==> src/rtl/parser_pkg.sv <==
// Shared types and constants for the result-to-ASCII emitter.
package parser_pkg;

    typedef enum logic [2:0] {
        S_IDLE,
        S_CONVERT,
        S_EMIT_DIGIT,
        S_EMIT_ERR,
        S_EMIT_EOL,
        S_DONE
    } state_t;

    localparam int NUM_DIGITS = 10;
    localparam int BCD_W      = 4 * NUM_DIGITS;

    localparam logic [6:0] ZERO = 7'h30;
    localparam logic [6:0] E    = 7'h45;
    localparam logic [6:0] R    = 7'h52;

    // Pick one BCD digit out of the packed digit vector (digit 0 = least significant).
    function automatic logic [3:0] bcd_digit(input logic [BCD_W-1:0] bcd, input logic [3:0] idx);
        bcd_digit = 4'd0;
        for (int i = 0; i < NUM_DIGITS; i++) begin
            if (idx == 4'(i)) bcd_digit = bcd[i*4 +: 4];
        end
    endfunction

endpackage

==> src/rtl/bin2bcd_iter.sv <==
// Iterative double-dabble: 32-bit binary to 10 BCD digits, one bit per cycle.
// The start cycle loads the operand and already shifts in its MSB, so the
// register evolves through cycles T+1..T+32 and is final (done=1) in T+32.
module bin2bcd_iter
    import parser_pkg::*;
(
    input  logic             clk,
    input  logic             rst,
    input  logic             start,
    input  logic [31:0]      bin,
    output logic [BCD_W-1:0] bcd,
    output logic             done
);

    logic [31:0]      shreg;
    logic [5:0]       cnt;
    logic             active;
    logic [BCD_W-1:0] adj;

    // Add-3 correction on every digit that is 5 or more, ahead of the shift.
    always_comb begin
        adj = bcd;
        for (int i = 0; i < NUM_DIGITS; i++) begin
            if (bcd[i*4 +: 4] >= 4'd5) adj[i*4 +: 4] = bcd[i*4 +: 4] + 4'd3;
        end
    end

    // Load on start, then one correct-and-shift step per cycle until 32 bits are in.
    always_ff @(posedge clk) begin
        if (rst) begin
            shreg  <= '0;
            bcd    <= '0;
            cnt    <= '0;
            active <= 1'b0;
        end else if (start) begin
            shreg  <= {bin[30:0], 1'b0};
            bcd    <= {{(BCD_W-1){1'b0}}, bin[31]};
            cnt    <= 6'd1;
            active <= 1'b1;
        end else if (active) begin
            if (cnt == 6'd32) begin
                active <= 1'b0;
            end else begin
                bcd   <= {adj[BCD_W-2:0], shreg[31]};
                shreg <= {shreg[30:0], 1'b0};
                cnt   <= cnt + 6'd1;
            end
        end
    end

    assign done = active && (cnt == 6'd32);

endmodule

==> src/rtl/result_ascii_emitter.sv <==
// Turns a parser result into an ASCII decimal line (or "ERR") on a
// valid/ready character stream, once per reset.
// Handshake: a character transfers on a rising clk edge where out_valid and
// out_ready are both high; while out_valid is high and out_ready is low,
// out_char and out_valid hold their values until that transfer happens.
module result_ascii_emitter
    import parser_pkg::*;
#(
    parameter logic [6:0] EOL_CHAR = 7'h0A
) (
    input  logic        clk,
    input  logic        rst,
    input  logic [31:0] p,
    input  logic        parsing_done,
    input  logic        error_flag,
    output logic [6:0]  out_char,
    output logic        out_valid,
    input  logic        out_ready,
    output logic        busy,
    output logic        emit_done
);

    state_t           state_q, state_n;
    logic [3:0]       digit_idx, idx_n;
    logic [3:0]       ms_idx;
    logic             pd_q, ef_q, armed;
    logic             val_edge, err_edge;
    logic             conv_start, conv_done;
    logic [BCD_W-1:0] bcd;
    logic             handshake;

    bin2bcd_iter u_bin2bcd (
        .clk   (clk),
        .rst   (rst),
        .start (conv_start),
        .bin   (p),
        .bcd   (bcd),
        .done  (conv_done)
    );

    // Edge detectors; armed blocks the first post-reset cycle so a level
    // that was already high is not mistaken for a rising edge.
    always_ff @(posedge clk) begin
        if (rst) begin
            pd_q  <= 1'b0;
            ef_q  <= 1'b0;
            armed <= 1'b0;
        end else begin
            pd_q  <= parsing_done;
            ef_q  <= error_flag;
            armed <= 1'b1;
        end
    end

    assign val_edge  = armed && parsing_done && !pd_q;
    assign err_edge  = armed && error_flag && !ef_q;
    assign handshake = out_valid && out_ready;

    // Priority encoder: most-significant non-zero digit, 0 when the value is 0.
    always_comb begin
        ms_idx = 4'd0;
        for (int i = 0; i < NUM_DIGITS; i++) begin
            if (bcd[i*4 +: 4] != 4'd0) ms_idx = 4'(i);
        end
    end

    // State and digit/letter index registers.
    always_ff @(posedge clk) begin
        if (rst) begin
            state_q   <= S_IDLE;
            digit_idx <= 4'd0;
        end else begin
            state_q   <= state_n;
            digit_idx <= idx_n;
        end
    end

    // Next-state, character selection and handshake progression.
    always_comb begin
        state_n    = state_q;
        idx_n      = digit_idx;
        out_valid  = 1'b0;
        out_char   = 7'h00;
        conv_start = 1'b0;
        unique case (state_q)
            S_IDLE: begin
                if (err_edge) begin
                    state_n = S_EMIT_ERR;
                    idx_n   = 4'd2;
                end else if (val_edge) begin
                    state_n    = S_CONVERT;
                    conv_start = 1'b1;
                end
            end
            S_CONVERT: begin
                if (conv_done) begin
                    state_n = S_EMIT_DIGIT;
                    idx_n   = ms_idx;
                end
            end
            S_EMIT_DIGIT: begin
                out_valid = 1'b1;
                out_char  = ZERO + {3'b000, bcd_digit(bcd, digit_idx)};
                if (handshake) begin
                    if (digit_idx == 4'd0) state_n = S_EMIT_EOL;
                    else                   idx_n   = digit_idx - 4'd1;
                end
            end
            S_EMIT_ERR: begin
                out_valid = 1'b1;
                out_char  = (digit_idx == 4'd2) ? E : R;
                if (handshake) begin
                    if (digit_idx == 4'd0) state_n = S_EMIT_EOL;
                    else                   idx_n   = digit_idx - 4'd1;
                end
            end
            S_EMIT_EOL: begin
                out_valid = 1'b1;
                out_char  = EOL_CHAR;
                if (handshake) state_n = S_DONE;
            end
            S_DONE: begin
                state_n = S_DONE;
            end
            default: begin
                state_n = S_IDLE;
            end
        endcase
    end

    assign busy      = (state_q != S_IDLE) && (state_q != S_DONE);
    assign emit_done = (state_q == S_DONE);

endmodule

==> config.mk <==
export PLATFORM = sky130hd
export DESIGN_NAME = result_ascii_emitter
export DESIGN_NICKNAME = d
export VERILOG_FILES = /design/src/rtl/parser_pkg.sv /design/src/rtl/bin2bcd_iter.sv /design/src/rtl/result_ascii_emitter.sv
export SDC_FILE = /design/constraint.sdc
export NUM_CORES = 1
export LEC_CHECK = 0
export CAP_MARGIN = 20
export CORE_MARGIN = 1.5
export CORE_UTILIZATION = 45
export CTS_BUF_LIST = sky130_fd_sc_hd__clkbuf_4 sky130_fd_sc_hd__clkbuf_8
export DETAILED_ROUTE_END_ITERATION = 12
export PLACE_DENSITY = 0.74
export SYNTH_ARGS = -nofsm -noshare
export SYNTH_HDL_FRONTEND = slang
export SYNTH_HIERARCHICAL = 1
export SYNTH_SLANG_ARGS = --single-unit
==> constraint.sdc <==
create_clock -name clk -period 2.78 [get_ports clk]
set_input_delay 0.556 -clock clk [delete_from_list [all_inputs] [get_ports clk]]
set_output_delay 0.556 -clock clk [all_outputs]
set_load 0.02 [all_outputs]
# After elaboration in Yosys (flattened, before gate mapping)
# Index checks and enable logic that the tools add are counted.
# op_classes
muxes	61
eq_ne	24
n_reduce_logical	30
addsub	13
order_cmp	10
bitwise_logic	1
# op_table
operator	count
4-bit two-way mux	32
32-bit two-way mux	3
4-bit by 3-bit >= comparator with 1-bit output, second input constant	10
4-bit by 2-bit adder with 4-bit output, second input constant	9
4-bit nonzero test	9
3-bit two-way mux	7
7-bit case mux with 3 select lines	1
4-bit by 3-bit == test with 1-bit output, second input constant	4
1-bit two-way mux	15
3-bit case mux with 5 select lines	1
4-bit case mux with 3 select lines	1
2-bit inequality test, second input constant	5
5-bit AND reduction	2
4-bit by 2-bit == test with 1-bit output, second input constant	2
4-bit == test, second input constant	2
6-bit by 4-bit adder with 7-bit output, first input constant	1
1-bit logical AND	7
6-bit by 1-bit adder with 6-bit output, second input constant	1
3-bit by 2-bit == test with 1-bit output, second input constant	2
3-bit == test, second input constant	2
6-bit == test, second input constant	1
3-bit inequality test, second input constant	2
3-bit nonzero test	2
5-bit two-way mux	1
13 further kinds	17
# totals
wordCells	150
out_inout_bits	10
ff_bits	88
in_bits	37

# Depth between registers and ports, before layout
# Gate-level depths: netlist (run 1).
# logic_depth
depth_word	14
mapped_depth	10
depth_no_buf	9

# Cells and area by module
# The synthesis (run 1) kept the hierarchy.
# by_module_without_submodules
module	n_inst	cells_per_inst	area_each_um2	seq_area_each_um2
bin2bcd_iter	1	423	3912.5	1561.5
result_ascii_emitter	1	177	1226.2	200.2

# Least setup slack after synthesis (run 1)
# OpenSTA, ideal clock, no wires.
# synth_path
kind	reg2out
from	register digit_idx[0]
to	output port out_char[3]
t_arrival_ns	1.897
required_time_ns	2.224
path_slack_ns	0.327
path_stages_with_launch	8
path_buffers	1
path_cell_list	dfxtp_1 -> ha_1 -> clkbuf_1 -> nand2b_1 -> o221ai_1 -> a31oi_1 -> o22ai_1 -> a221oi_1
# synth_between
elab_chain_cells	14
elab_cells_between_ends	23
classes_between	1 x add/sub; 9 x eq/ne; 12 x mux; 1 x reduce/logical
# synth_rtl
item	line	text
from (decl)	result_ascii_emitter.sv:24	logic [3:0] digit_idx, idx_n;
from (signal assigned)	result_ascii_emitter.sv:74	digit_idx <= idx_n;
4-bit zero test	parser_pkg.sv:24	if (idx == 4'(i)) bcd_digit = bcd[i*4 +: 4];
4-bit two-way mux (9 in series)	parser_pkg.sv:24	
4-bit two-way mux (*)	parser_pkg.sv:24	
4-bit two-way mux (*)	result_ascii_emitter.sv:85	unique case (state_q)
6-bit by 4-bit adder with 7-bit output (*)	result_ascii_emitter.sv:103	out_char = ZERO + {3'b000, bcd_digit(bcd, digit_idx)};
7-bit case mux with 3 select lines (*)	result_ascii_emitter.sv:85	
to (decl)	result_ascii_emitter.sv:16	output logic [6:0] out_char,
# Every way passes the cells marked *; elsewhere a longest branch is shown, timed or not. The select of a mux whose other input is x is not followed.

# Worst setup path after layout (run 1)
# layout_path
from	register digit_idx[1]
to	output port out_char[1]
# layout_between
elab_chain_cells	14
elab_cells_between_ends	24
classes_between	1 x add/sub; 9 x eq/ne; 13 x mux; 1 x reduce/logical
# layout_rtl
item	line
4-bit zero test	parser_pkg.sv:24
4-bit two-way mux (10 in series)	parser_pkg.sv:24
4-bit two-way mux	result_ascii_emitter.sv:85
6-bit by 4-bit adder with 7-bit output	result_ascii_emitter.sv:103
7-bit case mux with 3 select lines (*)	result_ascii_emitter.sv:85
# Marks and branches as above.

==> results of run 1 <==
==> cells in the mapped netlist (2+ instances only) <==
library cell | n | area share [%]
and3b_1 | 2 | 0.34
inv_1 | 34 | 2.5
clkbuf_1 | 20 | 1.5
o21ai_0 | 38 | 3.7
buf_2 | 9 | 0.88
nor2b_1 | 7 | 0.85
mux2_2 | 9 | 2.0
xor2_1 | 3 | 0.51
o221ai_1 | 6 | 1.0
ha_1 | 26 | 6.3
a31oi_1 | 5 | 0.61
o211ai_1 | 14 | 2.0
a21oi_2 | 2 | 0.34
a21oi_1 | 70 | 6.8
nand2_1 | 20 | 1.5
buf_4 | 4 | 0.58
nand2b_1 | 15 | 1.8
xnor2_1 | 12 | 2.0
nand3_1 | 17 | 1.7
buf_6 | 4 | 0.88
a21boi_1 | 2 | 0.29
nor3_1 | 7 | 0.68
o21a_1 | 2 | 0.29
a221oi_1 | 4 | 0.68
o21bai_1 | 30 | 4.4
nor3b_1 | 10 | 1.5
o22ai_1 | 3 | 0.37
or4_1 | 5 | 0.73
a211oi_1 | 21 | 3.1
a22o_1 | 11 | 1.9
nor2_1 | 33 | 2.4
mux2i_1 | 31 | 6.0
a21o_1 | 2 | 0.29
nor4_1 | 5 | 0.61
nand4_1 | 2 | 0.24
dfxtp_1 | 88 | 34
a211o_1 | 2 | 0.34
==> cell families (layout without fill, tap and decap cells) <==
logic type                 Yosys count  in the layout  synth area share (%)
and+or+nand+nor                    133            133                  13.8
AOI/OAI and AO/OA                  225            225                  28.6
DFF                                 88             88                  34.3
buffers and inverters               73            121                  6.43
adders and majority gates           26             26                  6.33
muxes                               40             40                  8.01
xor gates and xnor gates            15             15                  2.56
==> power by group through the flow <==
stage,Sequential [W],Combinational (W),Clock (W)
final,0.00155,0.00166,0.000821
after global routing,0.00158,0.00181,0.000893
after CTS,0.00155,0.00159,0.000842
after detailed placement,0.00158,0.00158,0
after global placement,0.00157,0.00156,0
after floorplan,0.00151,0.00117,0
==> routing by layer <==
layer	track usage, %	vias up	routed length (µm)
met3	3.79	20	690
met2	36.5	123	5770
met4	7.61	0	246
met5	0	-	0
met1	28.8	2160	5750
li1	-	2291	-
==> path summary, 6_finish.rpt <==
path	endpoint	slack, ns	cells past startpoint
setup / recovery	out_char[1]	0.04	8
hold / removal	u_bin2bcd/shreg[1]	0.47	2
setup reg to reg	digit_idx[1]	0.40	9
hold reg to reg	u_bin2bcd/shreg[1]	0.47	2
==> through the flow <==
step	util, %	cells	total power (W)	hold WS, ns	TNS (ns)
after global placement	52.6	773	0.00314	0.461	0
after CTS	54.3	788	0.00398	0.479	-0.104
after floorplan	-	600	0.00268	0.447	0
after detailed placement	52.6	773	0.00316	0.465	-0.00133
after global routing	54.6	788	0.00428	0.517	-0.0550
final	54.6	788	0.00403	0.473	0
==> layout by cell type, fill, tap and decap left out, drive strengths merged, types with 7 or more instances in the layout <==
cell and count:
xnor2 12, nor3 8, o211ai 14, a21oi 72
buf 26, nor2b 7, nand2 20, clkdlybuf4s50 42
inv 35, mux2i 31, nand3 17, dfxtp 88
a22o 11, nand2b 16, nor3b 10, a211oi 21
o21ai 40, ha 26, nor2 34, o21bai 30
mux2 9, clkbuf 15
==> worst register-to-register path: cells and delay by family (launching register included) <==
| family | cells | cell delay, ns |
|---|---|---|
| AOI/OAI and AO/OA | 3 | 0.91 |
| DFF | 1 | 0.39 |
| and+or+nand+nor | 4 | 0.75 |
| adders and majority gates | 1 | 0.19 |
| buffers and inverters | 1 | 0.06 |
==> sequential cells by signal, summed over array words and instances, names as in the netlist <==
signal and count:
pd_q 1, digit_idx 4, u_bin2bcd/active 1, state_q 3, u_bin2bcd/cnt 6, u_bin2bcd/bcd 40
ef_q 1, armed 1, u_bin2bcd/shreg 31
==> layout make-up <==
| cell class | instances | area [µm²] |
|---|---|---|
| multi-input cells | 439 | 3110 |
| fillers | 999 | 4980 |
| flip-flops and latches | 88 | 1770 |
| well taps | 140 | 175 |
| clock buffers | 12 | 159 |
| repair buffers | 71 | 641 |
| inverters | 35 | 131 |
| clock inverters | 3 | 17.5 |
==> what timing repair did <==
action / CTS / global route
endpoints found under the setup margin: 4 / 4
gates resized for setup: 11 / 18
pin swaps: 0 / 1
==> reports/results.ini, run 1 <==
[run_status]
outcome = finished clean

[timing]
slew_violations = 0
fmax_ghz = 0.365
rsz0062_at_grt = yes
skew_ns = 0.0111
tightest_slew_ns = 0.874
min_period_over_period_pct = 98.6
relSlewSlack_pct = 41.7
fin_ws_ns = 0.0394
hold_viol_final = 0
min_period_ns = 2.74
finalSetupViolCount = 0

[floorplanning]
start_util_pct = 46.8
fp-row-count = 38
die_area_mm2 = 0.0121
core-area_mm2 = 0.0110
die_x_um = 110
ioPinCount = 47
dieHeight_um = 110

[critical_path]
crit_required_ns = 2.22
startpoint = digit_idx[1]
critPathMaxStageDelay_ns = 0.33
r2r_start = u_bin2bcd/cnt[0]
cp_num_buf_inv = 2
startpoint_type = register
cp_slowest_cell = dfxtp_1
worstSetupPathType = register to output port
crit_fanout = 4
cp-end-kind = output port
crit_family = compound AO/OA/AOI/OAI gates
path_cells = buf_4 -> ha_1 -> a211o_1 -> a21oi_2 -> o22ai_2 -> a221oi_2 -> o21ai_1 -> clkbuf_2
cp.arrival_ns = 2.18

[route]
wl_per_cell_um = 15.8
viasPerCell = 5.83
drtIter0Drc = 212
routed_wl_mm = 12.5
drc = 0
dr.pass1.iters = 5
num_vias = 4594
ant_nets = 0

[clock_network]
postCtsHoldBufs = 0
clk_pin_slew_worst_paths_ns = 0.09
post_cts_buffers = 0
cts_tree = done
cts_buffers = 9
clockBufferDepth = 2
root_buffer = clkbuf_8
clock_sinks = 88
h-tree-depth = 3
clock_latency_ns = 0.36

[power]
p_comb_share_pct = 41.1
p_clk_share_pct = 20.4
p_leak_nw = 2.32
swShare_pct = 36.9
p_sw_w = 0.00149
pwr-share-seq_pct = 38.5
vdd_drop_max_uv = 327
p_int_w = 0.00254
p_per_area_mw_per_mm2 = 671

[grt]
antenna_found_initial = 0
grt_overflow = 0
grt_pass1_wl_mm = 20.6
grt_max_degree = 64
grt_pass1_vias = 4323
grt_use_total_pct = 22.0

[cells_and_area]
syn_to_final_growth_pct = 16.8
drive_gt1_share_pct = 11.7
fin_nets = 707
final_design_area_no_fill_mm2 = 0.00600
n_antenna_cell = 0

[synthesis]
netlist_area_mm2 = 0.00514
async_flop_share_pct = 0
synth_edf_count = 0
yosys_warnings = 6
synth_cell_types = 62
syn_inst = 600
synth.yosys.seq_area_share_pct = 34.3
syn_avg_cell_area_um2 = 8.56
syn_nets = 663
synth_top_flop_cell = dfxtp_1
synth_seq_cells = 88

[place]
port-buffer-count = 46
dpl_worst_slack_ns = -0.00133
dpl_cell_area_mm2 = 0.00578
routabilityCongestion = 0.918
detailed_place_hpwl_mm = 9.27

[worst_hold_path]
worstHoldStart = u_bin2bcd/shreg[1]
hp-class = register to register

[flow_run]
maxCapViolations = 0

No activity file was read; power rests on OpenSTA's default activity.
==> run 2, diff against run 1 <==
CAP_MARGIN = not set   (was 20)
CORE_UTILIZATION = 60   (was 45)
PLACE_DENSITY = 0.92   (was 0.74)
SKIP_LAST_GASP = 1   (was not set)
==> reports/results.ini, run 2 (same netlist as run 1, synthesis figures left out) <==
[critical_path]
critPathMaxStageDelay_ns = 0.38  ; +0.05 ns
path_cells = inv_1 -> ha_2 -> buf_4 -> a21oi_1 -> o21ai_0 -> o21ai_0 -> o221a_2 -> o21ai_0 -> buf_2
startpoint = digit_idx[0]
crit_fanout = 6  ; +2
worstSetupPathType = register to output port
cp-endpoint = out_char[2]
r2r_start = u_bin2bcd/cnt[0]
crit_required_ns = 2.22  ; about the same
cp_slowest_cell = dfxtp_4
crit_family = compound AO/OA/AOI/OAI gates
cp_num_buf_inv = 3  ; +1
rr_worst_depth = 9  ; unchanged
r2r_setup_slack_ns = 0.29  ; -0.11 ns
startpoint_type = register
cp-end-kind = output port
worstReg2RegEnd = digit_idx[3]
cp_common_cell = o21ai_0
cp.arrival_ns = 2.14  ; -0.04 ns
worstSetupPathDepth = 9  ; +1

[power]
total_power_w = 0.00414  ; +2.8%
p_comb_share_pct = 39.1  ; -2.0 points
pwr-share-seq_pct = 38.0  ; -0.5 points
p_per_area_mw_per_mm2 = 696  ; +3.7%
swShare_pct = 37.7  ; +0.72 points
vdd_drop_max_uv = 365  ; +12%
p_sw_w = 0.00156  ; +4.8%
p_int_w = 0.00258  ; +1.6%
p_leak_nw = 2.31  ; -0.52%
p_clk_share_pct = 22.9  ; +2.5 points

[clock_network]
clockBufferDepth = 2  ; unchanged
cts_buffers = 9  ; unchanged
clock_sinks = 88  ; unchanged
cts_resized = 21  ; +10
h-tree-depth = 3  ; unchanged
clock_latency_ns = 0.36  ; about the same
postCtsHoldBufs = 0  ; unchanged
cts_tree = done
post_cts_buffers = 0  ; unchanged
clk_pin_slew_worst_paths_ns = 0.10  ; about the same
root_buffer = clkbuf_8

[floorplanning]
start_util_pct = 62.2  ; +15 points
fp-row-count = 33  ; -13%
die_x_um = 95.5  ; -13%
dieHeight_um = 95.5  ; -13%
die_area_mm2 = 0.00913  ; -24%
core-area_mm2 = 0.00826  ; -25%
ioPinCount = 47  ; unchanged

[cells_and_area]
final_cell_mix = dfxtp_1, a21oi_1, clkdlybuf4s50_1
nFillCells = 606  ; -39%
n_antenna_cell = 0  ; unchanged
top_register = u_bin2bcd/bcd
reg_top3 = u_bin2bcd/bcd: 40 flops, u_bin2bcd/shreg: 31 flops, u_bin2bcd/cnt: 6 flops
fin_nets = 702  ; -0.71%
final_util_pct = 72.0  ; +17 points
layout_commonest_cell = dfxtp_1
stdcell_count = 749  ; -4.9%
drive_gt1_share_pct = 10.9  ; -0.86 points
syn_to_final_growth_pct = 15.7
largest_reg_flops = 40  ; unchanged
final_design_area_no_fill_mm2 = 0.00594  ; -0.94%

[place]
dpl.cell_count = 733  ; -5.2%
dpl_cell_area_mm2 = 0.00571  ; -1.2%
detailed_place_hpwl_mm = 9.50  ; +2.4%
port-buffer-count = 46  ; unchanged
routabilityCongestion = 0.973  ; +6.0%

[timing]
finalSetupViolCount = 0  ; unchanged
slew_violations = 0  ; unchanged
relSlewSlack_pct = 41.4  ; -0.26 points
min_period_ns = 2.69  ; -0.0457 ns
min_period_over_period_pct = 96.9  ; -1.6 points
skew_ns = 0.0119  ; +0.000776 ns
rsz0062_at_grt = yes
hold_viol_final = 0  ; unchanged
tightest_slew_ns = 0.876  ; +0.00195 ns
fmax_ghz = 0.371  ; +1.7%

[route]
dr.pass1.iters = 5  ; unchanged
ant_nets = 0  ; unchanged
drtIter0Drc = 359  ; +69%
wl_per_cell_um = 17.7  ; +12%
drc = 0  ; unchanged
viasPerCell = 6.46  ; +11%
num_vias = 4839  ; +5.3%
routed_wl_mm = 13.3  ; +6.4%

[grt]
grt_max_degree = 63  ; -1.6%
grt_pass1_wl_mm = 21.0  ; +1.8%
grt_pass1_vias = 4600  ; +6.4%
grt_use_total_pct = 29.7  ; +7.7 points
grt_overflow = 0  ; unchanged
antenna_found_initial = 0  ; unchanged

[worst_hold_path]
worstHoldStart = u_bin2bcd/cnt[1]
hp-class = register to register

[run_status]
outcome = finished clean

[flow_run]
maxCapViolations = 0  ; unchanged

-- run 2: cell types whose count changed in the layout (fill, tap and decap cells not counted), moves of 2 or more --
cell	before	now
buf_4	24	18
clkinv_4	0	2
clkinv_2	2	0
ha_2	0	2
-- run 2: power groups by stage --
stage | Sequential, W | Clock, W | Combinational, W
floorplan | 0.00151 | 0 | 0.00117
global placement | 0.00158 | 0 | 0.00150
detailed placement | 0.00159 | 0 | 0.00156
CTS | 0.00157 | 0.000953 | 0.00158
global route | 0.00159 | 0.00101 | 0.00176
finish | 0.00157 | 0.000949 | 0.00162
-- run 2: how the worst min path moves through the flow --
stage                               to  slack (ns)  cells after the start
finish                u_bin2bcd/cnt[1]        0.50                      2
global route        u_bin2bcd/shreg[1]        0.52                      2
CTS                 u_bin2bcd/shreg[1]        0.50                      2
detailed placement  u_bin2bcd/shreg[1]        0.49                      2
global placement    u_bin2bcd/shreg[1]        0.46                      2
floorplan           u_bin2bcd/shreg[1]        0.45                      2
-- run 2: layout make-up --
cell class | instances | area [µm²] | share of cell area, %
flip-flops and latches | 88 | 1770 | 29.7
clock buffers | 10 | 138 | 2.32
well taps | 105 | 131 | 2.21
multi-input cells | 439 | 3090 | 51.9
repair buffers | 66 | 616 | 10.4
clock inverters | 6 | 75.1 | 1.26
inverters | 35 | 131 | 2.21
-- run 2: stage by stage --
stage	hold WS, ns	setup WS (ns)	TNS (ns)
after floorplan	0.447	0.327	0
after global placement	0.463	0.0333	0
after detailed placement	0.490	-0.0300	-0.0482
after CTS	0.503	0.00777	0
after global routing	0.518	-0.0553	-0.0553
final	0.502	0.0851	0
-- run 2: per-layer routing --
layer | wire, µm | global-route usage (%) | vias up
li1 | - | - | 2279
met1 | 5310 | 34.6 | 2281
met2 | 6510 | 50.7 | 230
met3 | 1000 | 7.18 | 49
met4 | 438 | 14.5 | 0
met5 | 0 | 0 | -
-- run 2: worst reg2reg max path, delay by kind of cell (launching register included) --
kind                     cells  cell delay, ns
AO/OA/AOI/OAI                3            0.81
adder cells (fa/ha/maj)      1            0.18
buffers and inverters        1            0.07
flip-flops                   1            0.41
AND/OR/NAND/NOR              4            0.91
